## config.mk

```make
export PLATFORM = sky130hd
export DESIGN_NAME = cube_flat
export DESIGN_NICKNAME = d
export VERILOG_FILES = /design/src/rtl/cube_pkg.sv /design/src/rtl/cube_if.sv /design/src/rtl/cube_mul_step.sv /design/src/rtl/cube.sv /design/src/flat_wrapper.sv
export SDC_FILE = /design/constraint.sdc
export NUM_CORES = 1
export LEC_CHECK = 0
export ABC_AREA = 1
export BUFFER_PORTS_ARGS = -buffer_cell sky130_fd_sc_hd__buf_2
export CAP_MARGIN = 30
export CORE_AREA = 5 5 144 146
export CTS_CLUSTER_SIZE = 14
export DETAILED_ROUTE_END_ITERATION = 7
export DIE_AREA = 0 0 149 151
export PLACE_DENSITY = 0.42
export SLEW_MARGIN = 10
export SYNTH_ARGS = -nofsm -noshare
export SYNTH_HDL_FRONTEND = slang
export SYNTH_HIERARCHICAL = 1
export SYNTH_SLANG_ARGS = --single-unit
export TNS_END_PERCENT = 100
```

## constraint.sdc

```tcl
create_clock -name clk -period 3.95 [get_ports clk]
set_clock_uncertainty 0.05 [all_clocks]
set_input_delay 0.395 -clock clk [delete_from_list [all_inputs] [get_ports clk]]
set_output_delay 0.395 -clock clk [all_outputs]
set_load 0.02 [all_outputs]
```

## src/rtl/cube_pkg.sv

```systemverilog
// cube_pkg: definitions shared by the cube unit and its handshake interface.
//   state_e  - FSM encoding: IDLE=0, SQ=1 (x*x), CU=2 (square*x); 3 is illegal
//   calc_rw  - result width for a given operand width (3*XW)
package cube_pkg;

  typedef enum logic [1:0] {
    IDLE = 2'd0,
    SQ   = 2'd1,
    CU   = 2'd2
  } state_e;

  function automatic int calc_rw(input int xw);
    return 3 * xw;
  endfunction

endpackage

```

## src/rtl/cube_if.sv

```systemverilog
// cube_if: start/busy handshake bundle for the cube unit.
//   x_i    - operand, sampled on the accepting edge
//   start  - request, honoured only while the unit is idle
//   result - cube of the last accepted operand (3*XW bits)
//   busy   - high while a computation is in flight
// Modports: master (requester side), slave (the cube unit).
interface cube_if #(
  parameter int XW = 8
) ();
  localparam int RW = cube_pkg::calc_rw(XW);

  logic [XW-1:0] x_i;
  logic          start;
  logic [RW-1:0] result;
  logic          busy;

  modport master (output x_i, start, input result, busy);
  modport slave  (input x_i, start, output result, busy);
endinterface

```

## src/rtl/cube_mul_step.sv

```systemverilog
// cube_mul_step: one combinational shift-add multiply step.
//   acc_i   - running accumulator
//   mcand_i - multiplicand (operand in the square phase, square in the cube phase)
//   bit_i   - current multiplier bit
//   shift_i - bit position, i.e. how far the multiplicand is shifted
//   acc_o   - accumulator after this step
module cube_mul_step
  import cube_pkg::*;
#(
  parameter int XW = 8,
  parameter int RW = calc_rw(XW),
  parameter int CW = $clog2(XW)
) (
  input  logic [RW-1:0]   acc_i,
  input  logic [2*XW-1:0] mcand_i,
  input  logic            bit_i,
  input  logic [CW-1:0]   shift_i,
  output logic [RW-1:0]   acc_o
);

  // Widen before shifting so no partial product bits are lost.
  assign acc_o = bit_i ? (acc_i + (RW'(mcand_i) << shift_i)) : acc_i;

endmodule

```

## src/rtl/cube.sv

```systemverilog
// cube: sequential unsigned cube unit, result = x^3 after 2*XW cycles.
//   clk  - clock, rising edge
//   rst  - asynchronous active-high reset
//   bus  - cube_if.slave: x_i, start in; result, busy out
// Optional build macro CUBE_DEBUG_EN adds combinational views of the
// internal registers: state_debug, cnt_debug, acc_debug, sq_debug.
module cube
  import cube_pkg::*;
#(
  parameter int XW = 8
) (
  input  logic          clk,
  input  logic          rst,
  cube_if.slave         bus
`ifdef CUBE_DEBUG_EN
  ,
  output logic [1:0]              state_debug,
  output logic [$clog2(XW)-1:0]   cnt_debug,
  output logic [calc_rw(XW)-1:0]  acc_debug,
  output logic [2*XW-1:0]         sq_debug
`endif
);

  localparam int RW = calc_rw(XW);
  localparam int CW = $clog2(XW);

  state_e          state_q;
  logic [XW-1:0]   x_q;
  logic [CW-1:0]   cnt_q;
  logic [RW-1:0]   acc_q;
  logic [2*XW-1:0] sq_q;
  logic [RW-1:0]   result_q;
  logic            busy_q;

  logic [2*XW-1:0] mcand;
  logic            mbit;
  logic            last_step;
  logic [RW-1:0]   acc_d;

  // One shared step unit: the multiplicand is the operand while squaring
  // and the latched square while cubing; the multiplier is always x.
  assign mcand     = (state_q == CU) ? sq_q : {{XW{1'b0}}, x_q};
  assign mbit      = x_q[cnt_q];
  assign last_step = (cnt_q == CW'(XW - 1));

  cube_mul_step #(
    .XW (XW),
    .RW (RW),
    .CW (CW)
  ) u_step (
    .acc_i   (acc_q),
    .mcand_i (mcand),
    .bit_i   (mbit),
    .shift_i (cnt_q),
    .acc_o   (acc_d)
  );

  always_ff @(posedge clk or posedge rst) begin
    if (rst) begin
      state_q  <= IDLE;
      x_q      <= '0;
      cnt_q    <= '0;
      acc_q    <= '0;
      sq_q     <= '0;
      result_q <= '0;
      busy_q   <= 1'b0;
    end else begin
      case (state_q)
        IDLE: begin
          if (bus.start) begin
            x_q     <= bus.x_i;
            acc_q   <= '0;
            cnt_q   <= '0;
            busy_q  <= 1'b1;
            state_q <= SQ;
          end
        end
        SQ: begin
          if (last_step) begin
            sq_q    <= acc_d[2*XW-1:0];
            acc_q   <= '0;
            cnt_q   <= '0;
            state_q <= CU;
          end else begin
            acc_q <= acc_d;
            cnt_q <= cnt_q + CW'(1);
          end
        end
        CU: begin
          acc_q <= acc_d;
          if (last_step) begin
            result_q <= acc_d;
            cnt_q    <= '0;
            busy_q   <= 1'b0;
            state_q  <= IDLE;
          end else begin
            cnt_q <= cnt_q + CW'(1);
          end
        end
        default: begin
          // Unreachable encoding: fall back to a clean idle state.
          busy_q  <= 1'b0;
          cnt_q   <= '0;
          state_q <= IDLE;
        end
      endcase
    end
  end

  assign bus.result = result_q;
  assign bus.busy   = busy_q;

`ifdef CUBE_DEBUG_EN
  assign state_debug = state_q;
  assign cnt_debug   = cnt_q;
  assign acc_debug   = acc_q;
  assign sq_debug    = sq_q;
`endif

endmodule

```

## src/flat_wrapper.sv

```systemverilog
// flat-port wrapper written by rule: the top's interface ports become plain ports
module cube_flat import cube_pkg::*;
#(
  parameter int XW = 8
)
  (clk, rst, bus_x_i, bus_start, bus_result, bus_busy);
  cube_if #(.XW(XW)) bus_i ();
  input  logic clk;
  input  logic rst;
  input wire logic [$bits(bus_i.x_i)-1:0] bus_x_i;
  input wire logic [$bits(bus_i.start)-1:0] bus_start;
  output wire logic [$bits(bus_i.result)-1:0] bus_result;
  output wire logic [$bits(bus_i.busy)-1:0] bus_busy;
  assign bus_i.x_i = bus_x_i;
  assign bus_i.start = bus_start;
  assign bus_result = bus_i.result;
  assign bus_busy = bus_i.busy;
  cube #(.XW(XW)) u_core (.clk(clk), .rst(rst), .bus(bus_i));
endmodule
```

=== Word-level counts from Yosys, hierarchy flattened ===
Cells that the tools add are included.

* $add $sub $neg: 2
* $lt $le $gt $ge: 1
* Equality and inequality tests: 6
* Shifts and indexed selects: 1
* Multiplexer cells: 17
* Bitwise operators: 1
* Reduce and logical (&&, ||, !) cells: 9

{| class="wikitable"
|+ Operator list
! kind !! count
|-
| $mux W24 || 3
|-
| $pmux W24 S3 || 1
|-
| $add A24 B24 Y24 || 1
|-
| $shl A16 B3 Y24 || 1
|-
| $mux W16 || 1
|-
| $reduce_and A2 Y1 || 4
|-
| $mux W2 || 3
|-
| $mux W3 || 2
|-
| $pmux W2 S3 || 1
|-
| $pmux W3 S2 || 1
|-
| $reduce_and A3 Y1 || 2
|-
| $lt A3 B4 Y1 const B || 1
|-
| $ne A2 B1 Y1 const B || 2
|-
| $add A3 B1 Y3 const B || 1
|-
| $bmux W1 S3 || 1
|-
| $eq A3 B3 Y1 const B || 1
|-
| $mux W1 || 3
|-
| $pmux W1 S3 || 1
|-
| $reduce_bool A3 Y1 || 1
|-
| $eq A2 B1 Y1 const B || 1
|-
| $eq A2 B2 Y1 const B || 1
|-
| $logic_not A2 Y1 || 1
|-
| $ne A2 B2 Y1 const B || 1
|-
| $reduce_or A2 Y1 || 1
|-
| $not A1 Y1 || 1
|}

* Flip-flop bits (word level): 78
* Logic and storage cells: 44

=== Logic depth before layout (Yosys ltp) ===
Gate-level depths: netlist of the first run.

* Depth in word-level cells: 7
* Gate-level depth with buffers: 26
* Gate-level depth less buffers: 24

=== Hierarchy ===
Netlist of the first run, hierarchy kept.

{| class="wikitable"
|+ By module, submodules not included
! module !! times used !! cells an instance !! area each (µm²) !! seq. area each (µm²)
|-
| cube || 1 || 371 || 3360.7 || 1951.9
|-
| cube_mul_step || 1 || 532 || 2518.7 || 0.0
|}

=== Worst setup path after synthesis of the first run ===
No wires, ideal clock.

* Path kind: flip-flop to flip-flop
* Start point: reg u_core.state_q[0]
* End point: reg u_core.result_q[16], in the netlist u_core/bus.result[16]
* Data arrival time: 2.992 ns
* Path slack: 0.782 ns
* Cell stages (with the launch flop): 23
* Buffers on the path: 2
* Cell sequence: dfrtp_1 inv_1 ha_1 buf_4 clkbuf_1 nand2_1 o21ai_0 nand2_1 nor3_1 ha_1 inv_1 fa_1 inv_1 nand3_1 nand3_1 nand2_1 nand2_1 nand2_1 nand2_1 nand2_1 nand3_1 nand2_1 mux2_4

* Word-level cells in the longest chain between the ends: 5
* Elaborated cells on any way between the ends: 6
* Those cells by class: add/sub (1); eq/ne (1); shift (1); mux (2); reduce/logical (1)

{| class="wikitable"
|+ RTL lines
! element !! RTL line !! text
|-
| from (decl) || cube.sv:27 || <nowiki>state_e state_q;</nowiki>
|-
| from (signal assigned) || cube.sv:60 || <nowiki>state_q <= IDLE;</nowiki>
|-
| from (signal assigned) || cube.sv:75 || <nowiki>state_q <= SQ;</nowiki>
|-
| from (signal assigned) || cube.sv:83 || <nowiki>state_q <= CU;</nowiki>
|-
| $eq A2 B2 Y1 || cube.sv:42 || <nowiki>assign mcand = (state_q == CU) ? sq_q : {{XW{1'b0}}, x_q};</nowiki>
|-
| $mux W16 || cube.sv:42 ||
|-
| net u_core.mcand[0] || cube.sv:35 || <nowiki>logic [2*XW-1:0] mcand;</nowiki>
|-
| $shl A16 B3 Y24 || cube_mul_step.sv:22 || <nowiki>assign acc_o = bit_i ? (acc_i + (RW'(mcand_i) << shift_i)) : acc_i;</nowiki>
|-
| $add A24 B24 Y24 || cube_mul_step.sv:22 ||
|-
| $mux W24 || cube_mul_step.sv:22 ||
|-
| net u_core.acc_d[16] || cube.sv:38 || <nowiki>logic [RW-1:0] acc_d;</nowiki>
|-
| to (signal assigned) || cube.sv:65 || <nowiki>result_q <= '0;</nowiki>
|-
| to (signal assigned) || cube.sv:92 || <nowiki>result_q <= acc_d;</nowiki>
|-
| to (decl) || cube.sv:32 || <nowiki>logic [RW-1:0] result_q;</nowiki>
|}

The timed path passes the listed nets, and every way through them passes these cells.
A chain may end at the register's enable or synchronous reset.

=== Worst setup path in the final report of the first run ===
Same ends and word-level chain as after synthesis.

==> reports/metrics.cfg, run 1 <==
[floorplanning]
core_area_sq_um=19300
row_count=51
die_area_sq_um=22500
floorplan.initialDensity_pct=30.5
die_h_um=151
top_level_ports=36
die_w_um=149

[finish]
stdcell_count=1207
fillCellCount=2215
insertedDiodeCount=0
syn_to_final_growth_pct=14.3
fin_nets=980
post_route_cells_drive_above_1_share_pct=10.6
finalCoreUtilization_pct=34.9

[synthesis]
asyncSetResetFlopFracSynth_pct=100
ys_warn_count=6
number_of_flops_mapped_to_enable_cells_by_yosys=0
synth_nets=946
syn-instance-count=903
synth_top_area_share_pct=33.2
yosys.area.top_type=sky130_fd_sc_hd__dfrtp_1
synth_cell_type_count=34
yosys_most_used_dff=sky130_fd_sc_hd__dfrtp_1
synth.yosys.seq_area_share_pct=33.2
syn_area_cell_sq_um=6.51
synth.ff_latch_count=78
synth_area_sq_um=5880
synthTopCellsByArea=sky130_fd_sc_hd__dfrtp_1, sky130_fd_sc_hd__nand2_1, sky130_fd_sc_hd__inv_1

[clock_tree]
clk_root_buffer_cell=sky130_fd_sc_hd__clkbuf_16
cts.htree.levels=3
number_of_sinks_on_the_clock_net=78
tritoncts=done
cts_max_path_buffers=2
skew_pair_late_insertion_delay_ps=350
cts_inserted_buffers=9
cts_hold_buf=0
clkSlewWorstSetupHoldPaths_ps=70
post_cts_resized=0
postCtsSetupRepairBufs=0

[setup_path]
worst_ep_required_time_ps=4130
worst_ep_arrival_time_ps=3780
timing.critical_path.from=u_core/state_q[0]
worst_reg2reg_path_endpoint=u_core/bus.result[16]
reg2reg_depth=21
r2r_setup_slack_ps=350
endpoint_kind=register
kind_of_start_point_of_the_critical_path=register
critical_path.reg2reg.startpoint=u_core/state_q[0]
criticalPathCategory=register to register
critPathMaxFanout=20

[pwr]
clock_power_share_pct=17.4
internal_power_uw=2300
swShare_pct=52.9
share_comb_of_total_power_pct=61.6
ir_worst_vdd_uv=275
cellLeakagePower_uw=0.00362
power_density_nw_per_um2=728
switchingPower_uw=2590
power.share.sequential_pct=21.0

[timing]
rsz0062_at_grt=no
fin_tns_setup_ps=0
post-route-period-util_pct=91.0
slew_headroom_pct=52.7
max_slew.worst_pin.slew_ps=707
finalSetupViolCount=0
maximum_operating_frequency_mhz=278
final_period_minus_worst_setup_slack_ps=3600
final-max-slew-violation-count=0
final-hold-violation-count=0
setup_ws_ps=355

[route]
avgViaCountPerCell=4.50
drt-wirelength-per-cell_um=14.9
vias=5434
drc=0
drt_pass1_iterations=5
first_iter_violations=300
final_antenna_net_count=0
finalWirelength_um=18000

[outcome]
outcome=finished, final reports clean

[global_route]
number_of_antenna_violations_at_the_first_check_in_global_routing=0
grt_max_degree=47
gr-total-overflow=0
gr-usage-all-layers_pct=16.7
first_global_vias=5325
grt_pass1_wl_um=29200

[placed_design]
dp.final_hpwl_um=14100
io_buffer_count=35
pre_cts_ws_ps=200
gpl.final_weighted_congestion=0.856
dpl.cell_count=1189

[hold_path]
hp-class=input port to asynchronous set/reset pin

[flow_run]
maxCapViolations=0

==> worst max-delay path by stage <==
stage | to | cells past startpoint
2_1_floorplan | u_core/bus.result[16] | 22
3_5_place_dp | u_core/bus.result[16] | 20
6_report | u_core/bus.result[16] | 21
5_1_grt | u_core/bus.result[16] | 21
4_1_cts | u_core/bus.result[16] | 20
3_3_place_gp | u_core/bus.result[11] | 20
==> layer usage <==
metal / share of wire, % / vias up / GRT usage, %
met2: 47 / 60 / 27.9
li1: - / 2902 / -
met3: 1.9 / 13 / 2.21
met1: 50 / 2459 / 23.1
met5: 0 / - / 0
met4: 1.0 / 0 / 3.75
==> placed cells by master (no fill, tap or decap), types with 2 or more instances in the layout <==
cell                        netlist  final
sky130_fd_sc_hd__clkbuf_16        0      9
sky130_fd_sc_hd__nand3_1         58     58
sky130_fd_sc_hd__inv_6            0      3
sky130_fd_sc_hd__a21oi_1         20     20
sky130_fd_sc_hd__nor3_1           5      5
sky130_fd_sc_hd__buf_2           14     35
sky130_fd_sc_hd__dfrtp_1         78     78
sky130_fd_sc_hd__xnor2_1          5      5
sky130_fd_sc_hd__buf_4            1     15
sky130_fd_sc_hd__nor2_1          41     41
sky130_fd_sc_hd__o21ai_0         78     73
sky130_fd_sc_hd__nor2_4           3      3
sky130_fd_sc_hd__inv_1          125    124
sky130_fd_sc_hd__inv_8            0      2
sky130_fd_sc_hd__nand4_1          7      7
sky130_fd_sc_hd__buf_8            0      3
sky130_fd_sc_hd__nand2_1        355    355
sky130_fd_sc_hd__ha_1            31     31
sky130_fd_sc_hd__nand2_2          8      8
sky130_fd_sc_hd__inv_2            3      3
sky130_fd_sc_hd__nand3b_1         5      5
sky130_fd_sc_hd__or2_1            3      3
sky130_fd_sc_hd__o21ai_1         22     26
sky130_fd_sc_hd__mux2i_1          5      5
sky130_fd_sc_hd__mux2_4           8      8
==> layout make-up <==
class	instances	area (sq um)	area share, %
clock buffers	9	225	3.35
clock inverters	7	65.1	0.968
inverters	129	485	7.22
multi-input cells	665	3310	49.2
flip-flops and latches	78	1950	29.0
well taps	265	332	4.93
repair buffers	54	353	5.25
==> through the flow <==
step	power, uW	instance area, sq um	hold slack, ps
6_report	4890	6720	72.7
5_1_grt	5380	6720	112
4_1_cts	4940	6680	80.0
3_5_place_dp	4050	6390	419
3_3_place_gp	4040	6370	416
2_1_floorplan	3030	5880	403
==> sequential cells by signal, indices dropped and copies added, names as in the netlist <==
| register | cells |
|---|---|
| u_core/acc_q | 24 |
| u_core/bus.busy | 1 |
| u_core/bus.result | 24 |
| u_core/cnt_q | 3 |
| u_core/sq_q | 16 |
| u_core/state_q | 2 |
| u_core/x_q | 8 |
==> power groups by stage <==
stage          clock network, uW  logic [uW]  registers, uW
2_1_floorplan                  0        1990           1040
3_3_place_gp                   0        2990           1040
3_5_place_dp                   0        3000           1040
4_1_cts                      888        3020           1030
5_1_grt                      914        3430           1040
6_report                     851        3020           1030
==> critical path: stages, from the launching register on <==
cell,delay [ps]
sky130_fd_sc_hd__dfrtp_1,390
sky130_fd_sc_hd__inv_1,90
sky130_fd_sc_hd__ha_1,200
sky130_fd_sc_hd__buf_4,200
sky130_fd_sc_hd__o21ai_0,240
sky130_fd_sc_hd__nand2_1,80
sky130_fd_sc_hd__nand2_1,140
sky130_fd_sc_hd__nand2_1,60
sky130_fd_sc_hd__nor2_1,210
sky130_fd_sc_hd__inv_1,90
sky130_fd_sc_hd__fa_1,400
sky130_fd_sc_hd__inv_1,130
sky130_fd_sc_hd__nand3_1,90
sky130_fd_sc_hd__nand3_1,200
sky130_fd_sc_hd__nand2_1,80
sky130_fd_sc_hd__nand2_1,140
sky130_fd_sc_hd__nand2_1,90
sky130_fd_sc_hd__nand2_1,70
sky130_fd_sc_hd__nand2_1,40
sky130_fd_sc_hd__nand3_1,100
sky130_fd_sc_hd__nand2_1,90
sky130_fd_sc_hd__mux2_4,270
==> logic make-up after synthesis <==
family / count (synthesis) / synth area share (%)
muxes: 13 / 2.89
adders and majority gates: 32 / 6.94
AOI/OAI and AO/OA: 126 / 11.2
buffers and inverters: 160 / 10.7
and+or+nand+nor: 488 / 34.2
DFF: 78 / 33.2
xor gates and xnor gates: 6 / 0.894
==> cell usage after synthesis, types with 2 or more instances <==
master / number
sky130_fd_sc_hd__a21oi_1: 20
sky130_fd_sc_hd__a31oi_1: 2
sky130_fd_sc_hd__buf_2: 14
sky130_fd_sc_hd__clkbuf_1: 15
sky130_fd_sc_hd__dfrtp_1: 78
sky130_fd_sc_hd__ha_1: 31
sky130_fd_sc_hd__inv_1: 125
sky130_fd_sc_hd__inv_2: 3
sky130_fd_sc_hd__mux2_4: 8
sky130_fd_sc_hd__mux2i_1: 5
sky130_fd_sc_hd__nand2_1: 355
sky130_fd_sc_hd__nand2_2: 8
sky130_fd_sc_hd__nand3_1: 58
sky130_fd_sc_hd__nand3b_1: 5
sky130_fd_sc_hd__nand4_1: 7
sky130_fd_sc_hd__nor2_1: 41
sky130_fd_sc_hd__nor2_4: 3
sky130_fd_sc_hd__nor3_1: 5
sky130_fd_sc_hd__o21ai_0: 78
sky130_fd_sc_hd__o21ai_1: 22
sky130_fd_sc_hd__or2_1: 3
sky130_fd_sc_hd__xnor2_1: 5
No activity file was read; power rests on OpenSTA's default activity.
==> run 2, diff against run 1 <==
- CORE_AREA: 5 5 144 146 -> 5 5 121 123
- DIE_AREA: 0 0 149 151 -> 0 0 126 128
- PLACE_DENSITY: 0.42 -> 0.57
==> run 2 against run 1 <==
  * Core utilization up 14 points
  * Sequential share of layout area up 0.64 points
  * Critical path depth down 1
  * Largest cell class unchanged
==> reports/metrics.cfg, run 2 (synthesized netlist as in run 1, its figures left out) <==
[outcome]
outcome=finished, final reports clean

[placed_design]
pre_cts_ws_ps=307  ; +107 ps
dp.final_hpwl_um=12400  ; -12%
io_buffer_count=35  ; unchanged
gpl.final_weighted_congestion=0.916  ; +7.1%
area_after_detailed_placement_sq_um=6280  ; -1.7%
dpl.cell_count=1102  ; -7.3%

[timing]
slew_headroom_pct=39.9  ; -13 points
final_period_minus_worst_setup_slack_ps=3690  ; +94.1 ps
setup_ws_ps=261  ; -94.1 ps
maximum_operating_frequency_mhz=271  ; -2.6%
fin_tns_setup_ps=0  ; unchanged
post-route-period-util_pct=93.4  ; +2.4 points
rsz0062_at_grt=no
final-max-slew-violation-count=0  ; unchanged
final-hold-violation-count=0  ; unchanged
finalSetupViolCount=0  ; unchanged
max_slew.worst_pin.slew_ps=900  ; +193 ps

[clock_tree]
skew_pair_late_insertion_delay_ps=350  ; about the same
number_of_sinks_on_the_clock_net=78  ; unchanged
tritoncts=done
clk_root_buffer_cell=sky130_fd_sc_hd__clkbuf_16
cts_hold_buf=0  ; unchanged
cts.htree.levels=3  ; unchanged
post_cts_resized=0  ; unchanged
cts_max_path_buffers=2  ; unchanged
cts_inserted_buffers=9  ; unchanged
postCtsSetupRepairBufs=0  ; unchanged
clkSlewWorstSetupHoldPaths_ps=70  ; about the same

[pwr]
cellLeakagePower_uw=0.00360  ; -0.59%
totalPowerFinal_uw=4730  ; -3.3%
ir_worst_vdd_uv=346  ; +26%
power_density_nw_per_um2=719  ; -1.2%

[finish]
syn_to_final_growth_pct=11.8
register_area_sq_um=1950  ; unchanged
fillCellCount=1448  ; -35%
multi_input_logic_area_sq_um=3300  ; -0.15%
insertedDiodeCount=0  ; unchanged
post_route_cells_drive_above_1_share_pct=10.1  ; -0.49 points
fin_nets=976  ; -0.41%
mostFrequentLayoutCells=sky130_fd_sc_hd__nand2_1, sky130_fd_sc_hd__inv_1, sky130_fd_sc_hd__dfrtp_1
stdcell_count=1118  ; -7.4%
layout_commonest_cell=sky130_fd_sc_hd__nand2_1
post-route-cell-area_sq_um=6580  ; -2.2%

[route]
final_antenna_net_count=0  ; unchanged
first_iter_violations=301  ; +0.33%
avgViaCountPerCell=4.85  ; +7.8%
wl_met2_um=7430  ; -11%
drt-wirelength-per-cell_um=14.2  ; -5.0%
drt_pass1_iterations=5  ; unchanged
finalWirelength_um=15900  ; -12%
drt-met1-wl_um=7730  ; -15%
route.met3.wl_um=470  ; +34%
drc=0  ; unchanged
highest_layer=met4
vias=5427  ; -0.13%

[setup_path]
crit_path_end=u_core/sq_q[11]
timing.critical_path.from=u_core/state_q[0]
criticalPathCategory=register to register
worst_reg2reg_path_endpoint=u_core/sq_q[11]
worst_ep_arrival_time_ps=3880  ; +100 ps
r2r_setup_slack_ps=260  ; -90 ps
critical_path.reg2reg.startpoint=u_core/state_q[0]
endpoint_kind=register
worst_ep_required_time_ps=4140  ; about the same
reg2reg_depth=20  ; -4.8%
critPathMaxFanout=28  ; +40%
kind_of_start_point_of_the_critical_path=register

[floorplanning]
row_count=43  ; -16%
die_w_um=126  ; -15%
floorplan.initialDensity_pct=43.4  ; +13 points
top_level_ports=36  ; unchanged
die_h_um=128  ; -15%
core_area_sq_um=13600  ; -30%
die_area_sq_um=16100  ; -28%

[global_route]
number_of_antenna_violations_at_the_first_check_in_global_routing=0  ; unchanged
gr-total-overflow=0  ; unchanged
gr-usage-all-layers_pct=20.7  ; +4.0 points
first_global_vias=5283  ; -0.79%
grt_max_degree=37  ; -21%
grt_pass1_wl_um=26800  ; -8.3%

[hold_path]
hp-class=input port to asynchronous set/reset pin

[flow_run]
maxCapViolations=0  ; unchanged

run 2: changes by cell type in the layout (fill, tap and decap cells not counted), sizes merged:
cell	delta
clkinvlp	+1
inv	-1
buf	-4
run 2: metrics by stage:
step           utilization [%]  hold slack, ps
6_report                  48.5            62.2
5_1_grt                   48.5             113
2_1_floorplan                -             403
4_1_cts                   48.5            78.2
3_5_place_dp              46.3             419
3_3_place_gp              46.1             417
run 2: how the worst min path moves through the flow:
stage / startpoint / slack (ps) / to / cells past startpoint
floorplan: u_core/sq_q[0] / 400 / u_core/sq_q[0] / 2
global placement: u_core/bus.result[3] / 420 / u_core/bus.result[3] / 2
detailed placement: u_core/bus.result[3] / 420 / u_core/bus.result[3] / 2
CTS: rst / 80 / u_core/bus.result[1] / 2
global route: rst / 110 / u_core/bus.result[5] / 2
finish: rst / 60 / u_core/bus.result[5] / 2
run 2: final cells by class:
cell class,instances,area share [%]
Multi-Input combinational cell,665,50.2
Sequential cell,78,29.7
Inverter,129,7.38
Timing Repair Buffer,50,4.87
Clock buffer,9,3.43
Tap cell,180,3.43
Clock inverter,7,0.971
run 2: layer usage:
metal	vias up	global-route usage [%]
li1	2895	-
met5	-	0
met1	2455	27.8
met3	13	3.08
met2	64	35.1
met4	0	5.62
run 2: power by group:
group	switching, uW	total (uW)	internal [uW]
logic	2010	2880	871
registers	89.2	1030	936
clock network	384	824	440
run 2: worst max-delay path, cell delays in order, from the launching register on:
cell	delay [ps]
sky130_fd_sc_hd__dfrtp_1	390
sky130_fd_sc_hd__inv_1	90
sky130_fd_sc_hd__ha_1	230
sky130_fd_sc_hd__buf_12	160
sky130_fd_sc_hd__o21ai_0	250
sky130_fd_sc_hd__nand2_1	80
sky130_fd_sc_hd__nand2_1	70
sky130_fd_sc_hd__inv_1	50
sky130_fd_sc_hd__nand2_1	50
sky130_fd_sc_hd__o21ai_0	120
sky130_fd_sc_hd__o21ai_0	390
sky130_fd_sc_hd__ha_1	360
sky130_fd_sc_hd__nand2_1	80
sky130_fd_sc_hd__nand2_1	60
sky130_fd_sc_hd__nand2_1	60
sky130_fd_sc_hd__nand2_1	80
sky130_fd_sc_hd__a21oi_1	200
sky130_fd_sc_hd__nand3_1	110
sky130_fd_sc_hd__a31oi_1	320
sky130_fd_sc_hd__inv_1	120
sky130_fd_sc_hd__o21ai_0	220
